## src/rtl/regfile_wb_arbiter.sv

```systemverilog
// rtl/regfile_wb_arbiter.sv - write-back arbiter for the register file's single write port
//
// Two producers (ALU, memory load) each hand writes over a valid/ready
// handshake into a one-entry holding buffer. Buffered writes are granted onto
// a registered write bus. Writes to R0 are dropped and counted.
//
// Ports:
//   elk, nrst                      clock, synchronous active-high reset
//   alu_valid/ready/addr/data      ALU result write request
//   mem_valid/ready/addr/data      load write request
//   wr_en/wr_addr/wr_data          registered register-file write port
//   pend_mask                      one bit per register with a write in flight
//   drop_cnt                       saturating count of discarded R0 writes
module regfile_wb_arbiter #(
    parameter int DATA_W = 32,
    parameter int ADDR_W = 5,
    parameter int CNT_W  = 8
) (
    input  logic                     elk,
    input  logic                     nrst,
    input  logic                     alu_valid,
    output logic                     alu_ready,
    input  logic [ADDR_W-1:0]        alu_addr,
    input  logic [DATA_W-1:0]        alu_data,
    input  logic                     mem_valid,
    output logic                     mem_ready,
    input  logic [ADDR_W-1:0]        mem_addr,
    input  logic [DATA_W-1:0]        mem_data,
    output logic                     wr_en,
    output logic [ADDR_W-1:0]        wr_addr,
    output logic [DATA_W-1:0]        wr_data,
    output logic [(1<<ADDR_W)-1:0]   pend_mask,
    output logic [CNT_W-1:0]         drop_cnt
);
    localparam logic RR_ALU = 1'b0;
    localparam logic RR_MEM = 1'b1;

    logic              alu_full_q, alu_full_d, alu_age_q, alu_age_d;
    logic [ADDR_W-1:0] alu_addr_q, alu_addr_d;
    logic [DATA_W-1:0] alu_data_q, alu_data_d;
    logic              mem_full_q, mem_full_d, mem_age_q, mem_age_d;
    logic [ADDR_W-1:0] mem_addr_q, mem_addr_d;
    logic [DATA_W-1:0] mem_data_q, mem_data_d;
    logic              rr_last_q, rr_last_d;
    logic              wr_en_q, wr_en_d;
    logic [ADDR_W-1:0] wr_addr_q, wr_addr_d;
    logic [DATA_W-1:0] wr_data_q, wr_data_d;
    logic [CNT_W-1:0]  drop_cnt_q, drop_cnt_d;

    logic both_full, grant_alu, grant_mem;
    logic alu_acc, mem_acc, alu_load, mem_load, alu_drop, mem_drop;
    logic [CNT_W:0] drop_sum;

    // Age flag marks the entry that has waited longer than the other one.
    // It only matters when both buffers target the same register, where the
    // older write must land first so the newer value survives.
    always_comb begin
        both_full = alu_full_q && mem_full_q;
        grant_alu = 1'b0;
        grant_mem = 1'b0;
        if (both_full) begin
            if (alu_addr_q == mem_addr_q) begin
                grant_alu = alu_age_q;
            end else begin
                grant_alu = (rr_last_q == RR_MEM);
            end
            grant_mem = !grant_alu;
        end else begin
            grant_alu = alu_full_q;
            grant_mem = mem_full_q;
        end
    end

    // A granted buffer frees up at this edge, so it can take a new entry now.
    assign alu_ready = !nrst && (!alu_full_q || grant_alu);
    assign mem_ready = !nrst && (!mem_full_q || grant_mem);

    assign alu_acc  = alu_valid && alu_ready;
    assign mem_acc  = mem_valid && mem_ready;
    assign alu_load = alu_acc && (alu_addr != '0);
    assign mem_load = mem_acc && (mem_addr != '0);
    assign alu_drop = alu_acc && (alu_addr == '0);
    assign mem_drop = mem_acc && (mem_addr == '0);

    always_comb begin
        alu_full_d = alu_full_q;
        alu_age_d  = alu_age_q;
        alu_addr_d = alu_addr_q;
        alu_data_d = alu_data_q;
        mem_full_d = mem_full_q;
        mem_age_d  = mem_age_q;
        mem_addr_d = mem_addr_q;
        mem_data_d = mem_data_q;
        rr_last_d  = rr_last_q;
        wr_en_d    = grant_alu || grant_mem;
        wr_addr_d  = wr_addr_q;
        wr_data_d  = wr_data_q;

        if (grant_alu) begin
            wr_addr_d = alu_addr_q;
            wr_data_d = alu_data_q;
        end else if (grant_mem) begin
            wr_addr_d = mem_addr_q;
            wr_data_d = mem_data_q;
        end

        // Round-robin pointer only moves when there was real contention.
        if (both_full) begin
            rr_last_d = grant_mem ? RR_MEM : RR_ALU;
        end

        if (alu_load) begin
            alu_full_d = 1'b1;
            alu_age_d  = 1'b0;
            alu_addr_d = alu_addr;
            alu_data_d = alu_data;
        end else if (grant_alu) begin
            alu_full_d = 1'b0;
            alu_age_d  = 1'b0;
        end else if (alu_full_q && mem_load) begin
            alu_age_d = 1'b1;
        end

        if (mem_load) begin
            mem_full_d = 1'b1;
            mem_age_d  = 1'b0;
            mem_addr_d = mem_addr;
            mem_data_d = mem_data;
        end else if (grant_mem) begin
            mem_full_d = 1'b0;
            mem_age_d  = 1'b0;
        end else if (mem_full_q && alu_load) begin
            mem_age_d = 1'b1;
        end

        drop_sum = {1'b0, drop_cnt_q} + {{CNT_W{1'b0}}, alu_drop}
                 + {{CNT_W{1'b0}}, mem_drop};
        drop_cnt_d = drop_sum[CNT_W] ? {CNT_W{1'b1}} : drop_sum[CNT_W-1:0];
    end

    always_ff @(posedge elk) begin
        if (nrst) begin
            alu_full_q <= 1'b0;
            alu_age_q  <= 1'b0;
            alu_addr_q <= '0;
            alu_data_q <= '0;
            mem_full_q <= 1'b0;
            mem_age_q  <= 1'b0;
            mem_addr_q <= '0;
            mem_data_q <= '0;
            rr_last_q  <= RR_MEM;
            wr_en_q    <= 1'b0;
            wr_addr_q  <= '0;
            wr_data_q  <= '0;
            drop_cnt_q <= '0;
        end else begin
            alu_full_q <= alu_full_d;
            alu_age_q  <= alu_age_d;
            alu_addr_q <= alu_addr_d;
            alu_data_q <= alu_data_d;
            mem_full_q <= mem_full_d;
            mem_age_q  <= mem_age_d;
            mem_addr_q <= mem_addr_d;
            mem_data_q <= mem_data_d;
            rr_last_q  <= rr_last_d;
            wr_en_q    <= wr_en_d;
            wr_addr_q  <= wr_addr_d;
            wr_data_q  <= wr_data_d;
            drop_cnt_q <= drop_cnt_d;
        end
    end

    always_comb begin
        pend_mask = '0;
        if (alu_full_q) pend_mask[alu_addr_q] = 1'b1;
        if (mem_full_q) pend_mask[mem_addr_q] = 1'b1;
        if (wr_en_q)    pend_mask[wr_addr_q]  = 1'b1;
        pend_mask[0] = 1'b0;
    end

    assign wr_en    = wr_en_q;
    assign wr_addr  = wr_addr_q;
    assign wr_data  = wr_data_q;
    assign drop_cnt = drop_cnt_q;
endmodule

```

## config.mk

```make
export PLATFORM = sky130hd
export DESIGN_NAME = regfile_wb_arbiter
export DESIGN_NICKNAME = d
export VERILOG_FILES = /design/src/rtl/regfile_wb_arbiter.sv
export SDC_FILE = /design/constraint.sdc
export NUM_CORES = 1
export LEC_CHECK = 0
export CAP_MARGIN = 20
export CORE_UTILIZATION = 46
export DETAILED_ROUTE_END_ITERATION = 10
export PLACE_DENSITY = 0.77
export SLEW_MARGIN = 20
export SYNTH_ARGS = -nofsm -noshare
export SYNTH_HDL_FRONTEND = slang
export SYNTH_SLANG_ARGS = --single-unit
```

## constraint.sdc

```tcl
create_clock -name elk -period 5.4 [get_ports elk]
set_clock_uncertainty 0.15 [all_clocks]
set_input_delay 1.08 -clock elk [delete_from_list [all_inputs] [get_ports elk]]
set_output_delay 1.08 -clock elk [all_outputs]
set_load 0.02 [all_outputs]
```

==> results.md, run 1 <==
* Outcome: finished clean
* Routed wl met2 at 9190 um
* Number of synthesized flops with an enable pin at 0
* Min-delay worst type: reg2reg
* Worst Hold Endpoint: wr_data[28]
* Share of flip-flops with an asynchronous set or reset at 0%
* Global router's overall resource usage at 28.6%
* CTS max path bufs at 2
* Post-CTS Resized at 0
* Mean instance size in the synthesized netlist at 8.08 sq um
* Cell types with the highest counts after synthesis: dfxtp_1 (124), nand2_1 (112), o21ai_0 (84), a21oi_1 (77), nand3_1 (64)
* Worst hold path startpoint: wr_data[28]
* Slew Viols, Final at 0
* Leakage at 3.13 nW
* Pwr/cell area at 304 mW/mm^2
* Longest individual stage delay on the worst path at 0.87 ns
* Number of I/O pins at 158
* Maximum fanout along the worst path at 8
* Cell at the root of the clock tree: clkbuf_16
* DR DRC count at 0
* CTS buffer count at 17
* Synthesized Nets at 798
* Worst Tran Pin Value at 1.09 ns
* Pre-CTS setup slack at 1.37 ns
* Max-cap violations at 0
* Fraction of layout cells with a size suffix above 1 at 6.35%
* Critical path type: reg2out
* Area growth syn-to-layout at 36.1%
* Arrival time reported for the critical path endpoint at 2.91 ns
* Met1 routed wirelength after detailed routing at 7500 um
* Pin count of the biggest net entering global routing at 43
* Highest metal used: met4
* Area leader, netlist: dfxtp_1
* Final Worst Setup Slack at 1.26 ns
* Max rail drop VDD at 224 uV
* Fin. Hold Viols at 0
* Sinks on the clock net at 124
* Number of DRC markers in iteration 0 at 598
* Final Critical Period at 4.14 ns
* Clock Pin Slew Worst Setup and Hold Paths at 0.06 ns
* Number of cells on the worst reg-to-reg path at 11
* End of the worst register-to-register path: drop_cnt[1]
* Via count of the first global-routing pass at 5847
* First-pass GRT wire length at 29200 um
* Worst EP required at 4.17 ns
* Endpoint type of the worst setup path: output port
* Number of detailed-route iterations in the first pass at 6
* Post-detail-place hpwl at 12200 um
* Number of logic stages on the critical path including buffering at 5
* Port Buffer Count at 156
* Full die area at 0.0131 sq mm
* Initial antenna violation count at 1
* Gate count after technology mapping at 718
* Via count at 5919
* Cts-stage hold buffer count at 0
* Vias per inst at 5.81
* Summed instance area of the synthesized netlist at 0.00580 sq mm
* Total gr overflow at 0
* Post-DRT Antenna Nets at 0
* Insertion delay to the later sink of the worst-skew pair at 0.41 ns
* Avg WL per Cell at 18.1 um
* Kind of cell with the highest combined delay on the critical path: simple AND/OR/NAND/NOR gates
* Wire length on met3 at 1380 um
* Slowest cell on crit path: nor3b_1
* Area contributors post-synth: dfxtp_1 (43%), nand2_1 (7.2%), o21ai_0 (7.2%), a21oi_1 (6.6%), mux2i_1 (6.4%)
* Count of state elements after synthesis at 124
* Overall die height at 114 um
* Startpoint of the most critical register-to-register path: alu_addr_q[3]
* Headroom to the max-slew limit at 27.4%
* Most frequent cell after synthesis: dfxtp_1
* Worst hold path depth at 2
* Number of library cell types mapped by synthesis at 49
* Seq/Total Area, Yosys at 42.8%
* YS warnings at 0
* Post-synth top area share at 42.8%
* Share of the cycle needed by the critical path after routing at 76.7%
* Worst slack on hold paths at 0.299 ns
* Std-Cell Core Area at 0.0122 sq mm
* Final Setup Violations at 0
* Sum Neg Setup Slack at 0 ns
* Type of origin of the critical path: flop
* Number of H-tree levels at 4
* Max Clock Freq at 241 MHz
* Register-to-register setup slack at 2.02 ns
* Total Routed Length at 18400 um
* Critical Path, Cell by Cell: inv_1, nor3b_1, a22oi_1, nand2_1, clkdlybuf4s50_1
* Width of the die at 114 um
* Total number of placement rows at 40
* Number of nets in the layout at 920
* Top flip-flop cell by instance count after synthesis: dfxtp_1
* Routability-driven placement congestion ratio at 0.938
* Number of buffers inserted by post-CTS setup repair at 0
* Effective utilization at floorplan at 47.7%
* CTS tree: built
* Buffering stage count on the worst path with inverters included at 2
* RSZ-0062 raised after global routing: no
==> tightest hold or removal path: stages, from the launching register on <==
cell and delay (ns):
dfxtp_1 0.31, nand2_1 0.05, o21ai_1 0.05
==> sequential cells by signal, summed over array words and instances (netlist names) <==
register    cells
mem_addr_q      5
rr_last_q       1
wr_en           1
wr_data        32
alu_data_q     32
wr_addr         5
mem_data_q     32
alu_addr_q      5
mem_full_q      1
alu_full_q      1
drop_cnt        8
alu_age_q       1
==> per-stage QoR <==
stage / cells / power [mW] / area, sq um / util (%)
finish: 1019 / 2.40 / 7900 / 65.0
global route: 1019 / 2.49 / 7900 / 65.0
CTS: 1017 / 2.40 / 7890 / 64.8
detailed placement: 988 / 1.40 / 7360 / 60.6
global placement: 988 / 1.38 / 7360 / 60.6
floorplan: 718 / 1.25 / 5800 / -
==> cells by family after synthesis <==
group	after synthesis	share of synthesized area (%)
and+or+nand+nor	240	19.8
AOI/OAI and AO/OA	231	23.0
DFF	124	42.8
buffers and inverters	75	6.17
muxes	37	6.38
xor gates and xnor gates	8	1.21
adders and majority gates	2	0.561
other	1	0.0646
==> cells in the final DEF (no fill, tap or decap), types with 12 or more instances in the layout <==
cell type / instances
a21oi_1: 77
mux2i_1: 37
nor3b_1: 12
dfxtp_1: 124
nor2_1: 12
buf_4: 12
nand2_1: 112
o21ai_1: 22
clkbuf_16: 17
a22oi_1: 28
nand3_1: 64
o21ai_0: 83
clkdlybuf4s50_1: 155
==> metal layers <==
layer	vias up	global-route usage, %
li1	2790	-
met1	2826	33.8
met2	273	49.6
met3	30	6.93
met4	0	12.0
met5	-	0
==> worst max path at each step <==
stage	start	endpoint	slack (ns)
after floorplan	nrst	drop_cnt[0]	1.69
after global placement	nrst	mem_ready	1.42
after detailed placement	nrst	mem_ready	1.37
after CTS	mem_full_q	pend_mask[22]	1.31
after global routing	mem_full_q	pend_mask[22]	1.16
final	mem_full_q	pend_mask[22]	1.26
==> power by group <==
part / switching, mW / total, mW / leakage (nW) / internal (mW)
Combinational: 0.208 / 0.363 / 1.86 / 0.155
Clock: 0.386 / 1.02 / 0.257 / 0.630
Sequential: 0.0509 / 1.02 / 1.01 / 0.972
Total: 0.646 / 2.40 / 3.13 / 1.76
==> final cells by class <==
type	instances	area, sq um
inverter	9	33.8
tap	168	210
sequential	124	2480
fill	1081	4260
clock buffer	20	447
multi-input combinational	519	2990
clock inverter	9	75.1
timing repair buffer	169	1660
antenna	1	2.50
No activity file was read; power rests on OpenSTA's default activity.
==> run 2, diff against run 1 <==
CORE_UTILIZATION = 44   (was 46)
clock period = 3.44 ns   (was 5.4 ns; I/O delays follow)
==> results.md, run 2 (same netlist as run 1, synthesis figures left out) <==
* Via count at 5954
* CTS max path bufs at 2
* Worst slack on hold paths at 0.296 ns
* Most frequent standard cell in the layout excluding fill and tap cells: clkdlybuf4s50_1
* Initial antenna violation count at 0
* First-pass GRT wire length at 28700 um
* Number of H-tree levels at 4
* Total Routed Length at 18400 um
* Post-DRT Antenna Nets at 0
* Max rail drop VDD at 341 uV
* Outcome: finished clean
* Fin. Hold Viols at 0
* Via count of the first global-routing pass at 5649
* Total gr overflow at 0
* Min-delay worst type: reg2reg
* Std-Cell Core Area at 0.0127 sq mm
* Critical path type: reg2out
* Leakage at 3.20 nW
* Vias per inst at 5.75
* Total chip power at 4.02 mW
* Insertion delay to the later sink of the worst-skew pair at 0.41 ns
* Global router's overall resource usage at 27.6%
* Total number of placement rows at 41
* Buffering stage count on the worst path with inverters included at 1
* Max Clock Freq at 293 MHz
* RSZ-0062 raised after global routing: yes
* Routability-driven placement congestion ratio at 0.891
* Final Setup Violations at 0
* Worst EP required at 2.60 ns
* Count of fill cells added during filler insertion at 1106
* Area growth syn-to-layout at 39.0%
* Effective utilization at floorplan at 45.6%
* Endpoint type of the worst setup path: output port
* Fin util at 63.4%
* Number of detailed-route iterations in the first pass at 6
* Longest individual stage delay on the worst path at 0.62 ns
* Full die area at 0.0137 sq mm
* Fraction of layout cells with a size suffix above 1 at 8.23%
* DR DRC count at 0
* Port Buffer Count at 156
* Cts-stage hold buffer count at 0
* Final Critical Period at 3.41 ns
* Sinks on the clock net at 124
* Number of nets in the layout at 930
* Critical Path, Cell by Cell: xor2_1, nor3_2, a21boi_2, o21ai_0, and2_1, clkdlybuf4s50_1
* Diodes inserted at 0
* Overall die height at 117 um
* Maximum fanout along the worst path at 11
* Pre-CTS setup slack at -0.0476 ns
* Number of DRC markers in iteration 0 at 519
* Most crowded layer after global routing: met2
* Met2 Resource Use GR at 45.9%
* Slew Viols, Final at 0
* Number of I/O pins at 158
* Share of the cycle needed by the critical path after routing at 99.2%
* CTS buffer count at 17
* Type of origin of the critical path: flop
* Pwr/cell area at 499 mW/mm^2
* Slowest cell on crit path: clkdlybuf4s50_1
* Cell at the root of the clock tree: clkbuf_16
* GR Layer Usage met3 at 6.90%
* Leading cell types in the layout, fill and taps excluded: clkdlybuf4s50_1 (154), dfxtp_1 (122), nand2_1 (112), o21ai_0 (83), a21oi_1 (77)
* Arrival time reported for the critical path endpoint at 2.57 ns
* Worst Tran Pin Value at 1.06 ns
* Sum Neg Setup Slack at 0 ns
* Post-detail-place hpwl at 12300 um
* GRT met1 Usage at 34.7%
* Headroom to the max-slew limit at 28.9%
* Width of the die at 117 um
* Final Worst Setup Slack at 0.0283 ns
* Max-cap violations at 0
* CTS tree: built
* Avg WL per Cell at 17.7 um
* Kind of cell with the highest combined delay on the critical path: buffers and inverters
* Clock Pin Slew Worst Setup and Hold Paths at 0.06 ns
* Pin count of the biggest net entering global routing at 48
[run 2: cell type report]
cell class | count | area, sq um | share of cell area (%)
well taps | 172 | 215 | 2.67
repair buffers | 179 | 1730 | 21.4
flip-flops and latches | 124 | 2480 | 30.8
clock buffers | 19 | 443 | 5.49
clock inverters | 13 | 166 | 2.06
inverters | 9 | 33.8 | 0.419
multi-input cells | 519 | 2990 | 37.1
[run 2: worst min-delay path: stages, from the launching register on]
cell,delay [ns]
dfxtp_1,0.31
nand2_1,0.05
o21ai_1,0.05
[run 2: per-stage QoR]
| step | instances | cell area (sq um) |
|---|---|---|
| after floorplan | 718 | 5800 |
| after global placement | 1003 | 7450 |
| after detailed placement | 1003 | 7450 |
| after CTS | 1035 | 8060 |
| after global routing | 1035 | 8070 |
| final | 1035 | 8070 |
[run 2: per-layer routing]
metal  routed length, um  part of all wire [%]  up-vias
met3                1650                   9.0       33
met5                   0                     0        -
li1                    -                     -     2811
met4                 354                   1.9        0
met1                7590                    41     2812
met2                8770                    48      298
[run 2: final timing paths]
kind	from	endpoint	slack (ns)	cells past startpoint
min	wr_data[21]	wr_data[21]	0.30	2
max	alu_addr_q[2]	mem_ready	0.03	6
min reg2reg	wr_data[21]	wr_data[21]	0.30	2
max reg2reg	alu_addr_q[4]	drop_cnt[4]	0.24	11
[run 2: where the power goes]
group | internal [mW] | switching (mW)
clock | 1.16 | 0.666
sequential | 1.53 | 0.0652
combinational | 0.257 | 0.349
total | 2.94 | 1.08
[run 2: what timing repair did]
action / CTS / global route
gates resized for setup: 3 / 1
setup buffers: 0 / 0
endpoints found under the setup margin: 2 / 9
endpoints found under the hold margin: 0 / 0
gates cloned: 0 / 0
==> run 3, diff against run 2 <==
TNS_END_PERCENT = 1   (was not set)
==> results of run 3 <==
Final layout, timing and power as in run 2 (identical DEF).
